$ cat src/rtl/tdm_pkg.sv
// Shared definitions for the 4-slot TDM receive demultiplexer.
package tdm_pkg;

    typedef enum logic {
        ST_HUNT   = 1'b0,
        ST_LOCKED = 1'b1
    } state_e;

    localparam int NUM_SLOTS = 4;
    localparam int SLOT_W    = 2;

endpackage

$ cat src/rtl/tdm_slot_ctr.sv
// Slot position counter: clear beats load-to-1, which beats increment-with-wrap.
module tdm_slot_ctr
    import tdm_pkg::*;
(
    input  logic              clk_i,
    input  logic              rst_n_i,
    input  logic              clr_i,
    input  logic              load1_i,
    input  logic              inc_i,
    output logic [SLOT_W-1:0] slot_o
);

    logic [SLOT_W-1:0] slot_q, slot_d;

    always_comb begin
        slot_d = slot_q;
        if (clr_i) begin
            slot_d = '0;
        end else if (load1_i) begin
            slot_d = SLOT_W'(1);
        end else if (inc_i) begin
            slot_d = slot_q + SLOT_W'(1);
        end
    end

    always_ff @(posedge clk_i or negedge rst_n_i) begin
        if (!rst_n_i) begin
            slot_q <= '0;
        end else begin
            slot_q <= slot_d;
        end
    end

    assign slot_o = slot_q;

endmodule

$ cat src/rtl/tdm_demux4.sv
// tdm_demux4: receive-side 4-slot TDM demultiplexer with frame-sync tracking.
// Define TDM_DEMUX_FRAME_HOLD_EN to stage slots 0..2 and publish whole good frames only.
module tdm_demux4
    import tdm_pkg::*;
#(
    parameter int W = 8
) (
    input  logic         CLK,
    input  logic         RST_N,
    input  logic [W-1:0] D_IN,
    input  logic         D_VALID,
    input  logic         FSYNC,
    output logic [W-1:0] Y0,
    output logic [W-1:0] Y1,
    output logic [W-1:0] Y2,
    output logic [W-1:0] Y3,
    output logic [3:0]   Y_VLD,
    output logic         FRAME_VLD,
    output logic         SYNC_ERR,
    output logic         LOCKED
);

    state_e            state_q, state_d;
    logic [SLOT_W-1:0] slot;
    logic [SLOT_W-1:0] wr_slot;
    logic              slot0, hunt_sync, lk_vld, match, early, miss;
    logic              wr_en, frame_done;
    logic              serr_q, serr_d, fvld_q, fvld_d, locked_q;
    logic [3:0]        yvld_q, yvld_d;
    logic [W-1:0]      y_q [NUM_SLOTS];
    logic [W-1:0]      y_d [NUM_SLOTS];

    assign slot0      = (slot == '0);
    assign hunt_sync  = (state_q == ST_HUNT) && D_VALID && FSYNC;
    assign lk_vld     = (state_q == ST_LOCKED) && D_VALID;
    assign match      = lk_vld && (FSYNC == slot0);
    assign early      = lk_vld && FSYNC && !slot0;
    assign miss       = lk_vld && !FSYNC && slot0;
    assign wr_en      = hunt_sync || match || early;
    assign wr_slot    = (hunt_sync || early) ? '0 : slot;
    // The counter only advances on in-order writes and every error restarts it,
    // so reaching slot 3 in order already proves slots 0..2 of this frame are intact.
    assign frame_done = match && (slot == SLOT_W'(NUM_SLOTS - 1));

    tdm_slot_ctr u_slot_ctr (
        .clk_i   (CLK),
        .rst_n_i (RST_N),
        .clr_i   (miss),
        .load1_i (hunt_sync || early),
        .inc_i   (match),
        .slot_o  (slot)
    );

    always_comb begin
        state_d = state_q;
        serr_d  = early || miss;
        fvld_d  = frame_done;
        if (hunt_sync) begin
            state_d = ST_LOCKED;
        end else if (miss) begin
            state_d = ST_HUNT;
        end
    end

    always_ff @(posedge CLK or negedge RST_N) begin
        if (!RST_N) begin
            state_q  <= ST_HUNT;
            serr_q   <= 1'b0;
            fvld_q   <= 1'b0;
            locked_q <= 1'b0;
        end else begin
            state_q  <= state_d;
            serr_q   <= serr_d;
            fvld_q   <= fvld_d;
            locked_q <= (state_d == ST_LOCKED);
        end
    end

`ifdef TDM_DEMUX_FRAME_HOLD_EN
    logic [W-1:0] stg_q [NUM_SLOTS-1];
    logic [W-1:0] stg_d [NUM_SLOTS-1];

    always_comb begin
        stg_d  = stg_q;
        y_d    = y_q;
        yvld_d = '0;
        if (frame_done) begin
            for (int k = 0; k < NUM_SLOTS - 1; k++) begin
                y_d[k] = stg_q[k];
            end
            y_d[NUM_SLOTS-1] = D_IN;
            yvld_d           = '1;
        end else if (wr_en) begin
            stg_d[wr_slot] = D_IN;
        end
    end

    always_ff @(posedge CLK or negedge RST_N) begin
        if (!RST_N) begin
            for (int k = 0; k < NUM_SLOTS - 1; k++) begin
                stg_q[k] <= '0;
            end
        end else begin
            stg_q <= stg_d;
        end
    end
`else
    always_comb begin
        y_d    = y_q;
        yvld_d = '0;
        if (wr_en) begin
            y_d[wr_slot]    = D_IN;
            yvld_d[wr_slot] = 1'b1;
        end
    end
`endif

    always_ff @(posedge CLK or negedge RST_N) begin
        if (!RST_N) begin
            for (int k = 0; k < NUM_SLOTS; k++) begin
                y_q[k] <= '0;
            end
            yvld_q <= '0;
        end else begin
            y_q    <= y_d;
            yvld_q <= yvld_d;
        end
    end

    assign Y0        = y_q[0];
    assign Y1        = y_q[1];
    assign Y2        = y_q[2];
    assign Y3        = y_q[3];
    assign Y_VLD     = yvld_q;
    assign FRAME_VLD = fvld_q;
    assign SYNC_ERR  = serr_q;
    assign LOCKED    = locked_q;

endmodule
$ cat config.mk
export PLATFORM = sky130hd
export DESIGN_NAME = tdm_demux4
export DESIGN_NICKNAME = d
export VERILOG_FILES = /design/src/rtl/tdm_pkg.sv /design/src/rtl/tdm_slot_ctr.sv /design/src/rtl/tdm_demux4.sv
export SDC_FILE = /design/constraint.sdc
export NUM_CORES = 1
export LEC_CHECK = 0
export BUFFER_PORTS_ARGS = -buffer_cell sky130_fd_sc_hd__buf_2
export CAP_MARGIN = 20
export CORE_AREA = 4 4 70 72
export DETAILED_ROUTE_END_ITERATION = 12
export DIE_AREA = 0 0 74 76
export GPL_TIMING_DRIVEN = 0
export PLACE_DENSITY = 0.64
export SYNTH_ARGS = -nofsm -noshare
export SYNTH_HDL_FRONTEND = slang
export SYNTH_SLANG_ARGS = --single-unit
$ cat constraint.sdc
create_clock -name CLK -period 1.95 [get_ports CLK]
set_input_delay 0.2925 -clock CLK [delete_from_list [all_inputs] [get_ports CLK]]
set_output_delay 0.2925 -clock CLK [all_outputs]
set_load 0.005 [all_outputs]
# ---- After elaboration in Yosys (flattened, before gate mapping)
# Cells that the tools add are included.
dict set report classes {
  n_reduce_logical 20
  n_eq_ne 2
  magnitude_cmp 4
  n_mux 12
  addsub 1
  bitwise 2
}
# cell count
set ops {}
lappend ops {{$bwmux 32} 1}
lappend ops {{$demux 8 s2} 1}
lappend ops {{$logic_and 1x1->1} 11}
lappend ops {{$mux 2} 4}
lappend ops {{$mux 8} 1}
lappend ops {{$logic_or 1x1->1} 4}
lappend ops {{$mux 4} 1}
lappend ops {{$ge 3x3->1 const B} 1}
lappend ops {{$lt 2x3->1 const B} 1}
lappend ops {{$lt 3x1->1 const B} 1}
lappend ops {{$mux 1} 3}
lappend ops {{$not 2->3} 1}
lappend ops {{$reduce_bool 3->1} 1}
lappend ops {{$add 2x1->2 const B} 1}
lappend ops {{$demux 1 s2} 1}
lappend ops {{$eq 2x2->1 const B} 1}
lappend ops {{$ge 2x1->1 const B} 1}
lappend ops {{$logic_not 1->1} 2}
lappend ops {{$logic_not 2->1} 1}
lappend ops {{$reduce_bool 2->1} 1}
lappend ops {{$eq 1x1->1} 1}
lappend ops {{$not 1->1} 1}
dict set report word_totals {
  input_bits 12
  out_inout_bits 39
  register_bits 41
  wordCells 50
}

# ---- Depth between registers and ports, before layout
dict set report logic_depth {
  depth_word 11
  mapped_depth 7
  ltp_nobuf 6
}

# ---- Hierarchy
# Synthesis repeated with hierarchy kept, for this count alone.
dict set report hier_totals {
  cells_unflattened 98
  hier_area_um2 1614.0
}
# mod instances seq_area_each_um2 area_each_um2 cells_each
set modules_own_cells {}
lappend modules_own_cells {tdm_demux4 1 975.9 1516.5 90}
lappend modules_own_cells {tdm_slot_ctr 1 50.0 97.6 8}

# ---- Worst setup path before layout
# No wires, ideal clock.
dict set report synth_path {
  kind {register to register}
  start {register u_slot_ctr.slot_q[0], in the netlist u_slot_ctr.slot_o[0]}
  end {register y_q (netlist bit Y1[0])}
  n_path_buf 1
  path_stages_with_launch 8
  path_slack_ps 112
  required_ps 1825
  setup_time_ps 125
  synth_period_minus_slack_ps 1838
  arrival_ps 1713
  path_cell_list {dfrtp_1 inv_1 ha_1 xnor2_1 and3_4 and3_4 buf_6 mux2_4}
}
dict set report synth_between {
  elab_chain_len 11
  word_cells_on_any_way 16
  cone_classes {order compare (2); eq/ne (1); mux (4); bitwise (1); reduce/logical (8)}
}
# element line_no
set synth_lines {}
lappend synth_lines {{start: declaration} tdm_slot_ctr.sv:13} ;# logic [SLOT_W-1:0] slot_q, slot_d;
lappend synth_lines {{start signal: assignment} tdm_slot_ctr.sv:30} ;# slot_q <= slot_d;
lappend synth_lines {{$logic_not 2->1} tdm_demux4.sv:33} ;# assign slot0 = (slot == '0);
lappend synth_lines {{$logic_not 1->1} tdm_demux4.sv:37} ;# assign early = lk_vld && FSYNC && !slot0;
lappend synth_lines {{$logic_and 1x1->1} tdm_demux4.sv:37}
lappend synth_lines {{$logic_or 1x1->1} tdm_demux4.sv:40} ;# assign wr_slot = (hunt_sync || early) ? '0 : slot;
lappend synth_lines {{$mux 2} tdm_demux4.sv:40}
lappend synth_lines {{$not 2->3 (implied by the code)} tdm_demux4.sv:112} ;# y_d[wr_slot] = D_IN;
lappend synth_lines {{$ge 3x3->1 (implied by the code) / $lt 3x1->1 (equally long branches)} tdm_demux4.sv:112}
lappend synth_lines {{$logic_and 1x1->1 (implied by the code)} tdm_demux4.sv:112}
lappend synth_lines {{$mux 8 (implied by the code)} tdm_demux4.sv:112}
lappend synth_lines {{$demux 8 s2} tdm_demux4.sv:112}
lappend synth_lines {{$bwmux 32} tdm_demux4.sv:112}
lappend synth_lines {{end signal: assignment} tdm_demux4.sv:125} ;# y_q <= y_d;
lappend synth_lines {{end: declaration} tdm_demux4.sv:30} ;# logic [W-1:0] y_q [NUM_SLOTS];
# Several ways; a longest one is shown, not always the timed one.
# A chain may end at the register's enable or synchronous reset.

# ---- Worst setup path after layout
dict set report layout_path {
  start {register u_slot_ctr.slot_q[1], in the netlist u_slot_ctr.slot_o[1]}
  end {register y_q (netlist bit Y2[4])}
}
# The elaborated chain is that of the path after synthesis.

==> flow_summary.ini <==
[global_routing]
gr-usage-all-layers_pct = 13.33
grt_max_degree = 42
grt_first_pass_wirelength_um = 5837
grt_overflow_total = 0
antenna_found_initial = 0
grt_pass1_vias = 1161

[synth]
synth_area_leader_cell = dfrtp_1
synthesis.area_sq_um = 1685
synth_cell_type_count = 16
syn-num-nets = 115
yosysWarnings = 0
synthTopCellsByArea = dfrtp_1, mux2_4, mux2_2, and3_4, buf_6
ys_seq_area_share_pct = 60.88
syn_inst = 101
post-synth-top-area-fraction_pct = 60.88
syn_area_per_cell_sq_um = 16.69
ys_ff_latch = 41

[die]
die_area_sq_um = 5624
top_level_ports = 51
dieHeight_um = 76
die_w_um = 74
row_count = 24
core-area_sq_um = 4294
start_util_pct = 39.25

[setup_path]
endpoint_kind = flop
worstReg2RegEnd = Y2[4]
cp_cell_sequence = inv_1, ha_4, xnor2_2, and3_4, and3_4, buf_6, mux2_4
max_stage_delay_ps = 390
reg2regPathDepth = 7
cp_data_required_time_ps = 2120
cp_common_cell = and3_4
startpoint_type = flop
crit_type = flop to flop
r2r_slack_ps = 120
r2r-start = u_slot_ctr.slot_o[1]
cpMaxStageDelayCell = dfrtp_1
crit_fanout = 9
worstPathArrival_ps = 2010

[timing]
setup_viol = 0
fmax_mhz = 545.5
tightestPinTransition_ps = 883.8
slew_viol_final = 0
relSlewSlack_pct = 41.08
hold_viol = 0
post-route-min-period_ps = 1833
finalSetupTns_ps = 0
rsz0062_at_grt = false
fin_crit_sh_pct = 94.01
fin_skew_ps = 2.508

[route]
vias_per_cell = 4.845
vias = 1032
drc_errors = 0
drt_iter0_drc = 25
totalWireLength_um = 3406
drt_first_pass_iters = 4
wl_per_cell_um = 15.99
final_antenna_net_count = 0

[finish]
num-nets-final = 174
syn_to_final_growth_pct = 25.91
diodes = 0
final.fill_count = 398
layout-drive-gt1-share_pct = 63.35

[hold_path]
hold_path.class = primary input to asynchronous set/reset pin

[cts]
numCtsBuffers = 5
clk_pin_slew_ps = 70
root_buffer = clkbuf_8
clk-insertion-delay-late_ps = 290
h-tree-depth = 2
clockBufferDepth = 2
hold_buffers = 0
cts.sinks = 41
tritoncts = yes

[power_and_ir_drop]
ir_drop_mv = 0.5736
leakagePower_nw = 1.083
cellPowerDensity_nw_per_um2 = 1528
power_w = 0.003241

[placed_design]
routabilityCongestion = 0.7444
post-dp-hpwl_um = 2375
io_buffers = 50

[job]
max_cap_violations = 0

[run_status]
status = finished clean
kinds of logic (layout without fill, tap and decap cells):
logic type	after synthesis	count (layout)	synth area share, %
AO/OA/AOI/OAI	7	7	2.747
AND/OR/NAND/NOR	13	13	5.196
multiplexers	32	32	26.73
flip-flops	41	41	60.88
buffers and inverters	5	65	2.450
XOR/XNOR	1	1	0.5198
adder cells (fa/ha/maj)	2	2	1.485
where the power goes:
part	internal [W]	switching, W
clock	0.000247	0.000285
combinational	0.000804	0.000493
sequential	0.00121	0.000198
layout by cell type (no fill, tap or decap), types with 2 or more instances in the layout:
master / instances
a22o_1: 2
mux2_4: 24
buf_4: 2
clkinv_2: 2
mux2_2: 8
clkbuf_8: 5
nor2b_1: 2
buf_2: 50
and3_4: 4
dfrtp_1: 41
o21ai_0: 4
buf_6: 3
nand2_1: 4
worst max path at each step:
stage                              start  endpoint  slack [ps]
global route        u_slot_ctr.slot_o[1]     Y2[2]          40
finish              u_slot_ctr.slot_o[1]     Y2[4]         120
floorplan           u_slot_ctr.slot_o[0]     Y1[0]         110
global placement    u_slot_ctr.slot_o[0]     Y2[7]         -40
CTS                 u_slot_ctr.slot_o[0]     Y2[0]          40
detailed placement  u_slot_ctr.slot_o[0]     Y2[0]         -90
area by class of cell:
type / count / area (sq um) / share of cell area [%]
buffer: 3 / 33.78 / 1.592
multi-input combinational: 55 / 638.1 / 30.07
sequential: 41 / 1026 / 48.35
clock inverter: 3 / 17.52 / 0.8255
inverter: 2 / 7.507 / 0.3538
tap: 52 / 65.06 / 3.066
timing repair buffer: 52 / 265.3 / 12.50
clock buffer: 5 / 68.82 / 3.243
synthesized netlist by cell type:
cell type  count
nand2_1        4
o2111ai_1      1
o21ai_0        4
nand3_1        1
xnor2_1        1
nor2_1         1
and2_1         1
mux2_4        24
nor2b_1        2
inv_1          2
a22o_1         2
mux2_2         8
and3_4         4
ha_1           2
dfrtp_1       41
buf_6          3
through the flow:
step	util [%]	worst slack (ps)	instance area, sq um	std cells	hold WS [ps]
final	49.42	116.8	2122	213	126.3
after CTS	49.01	36.60	2105	213	153.6
after floorplan	-	112.1	1685	101	-3.091
after detailed placement	46.59	-87.20	2001	203	471.7
after global placement	46.59	-37.70	2001	203	448.5
after global routing	49.42	42.17	2122	213	194.9
flip-flops by register name (all words and copies together) (netlist names):
signal and flops:
Y0 8, Y1 8, Y2 8, Y3 8, Y_VLD 4, u_slot_ctr.slot_o 2, FRAME_VLD 1, LOCKED 1
SYNC_ERR 1
worst max-delay path, delay by kind of cell, from the launching register on:
| kind | cells | cell delay [ps] |
|---|---|---|
| simple gates | 2 | 410 |
| buf+inv | 2 | 300 |
| mux | 1 | 310 |
| xor+xnor | 1 | 120 |
| flops | 1 | 390 |
| fa+ha+maj | 1 | 190 |
routing by layer:
metal	global-route usage, %	wire length [um]
met1	17.94	1512
met2	20.04	1556
met3	4.485	277
met4	4.348	59
met5	0	0
repair_timing:
item | in CTS | in global routing
setup endpoints to repair | 32 | 24
resized for setup | 1 | 3
setup buffers | 2 | 0
No activity file was read; power rests on OpenSTA's default activity.
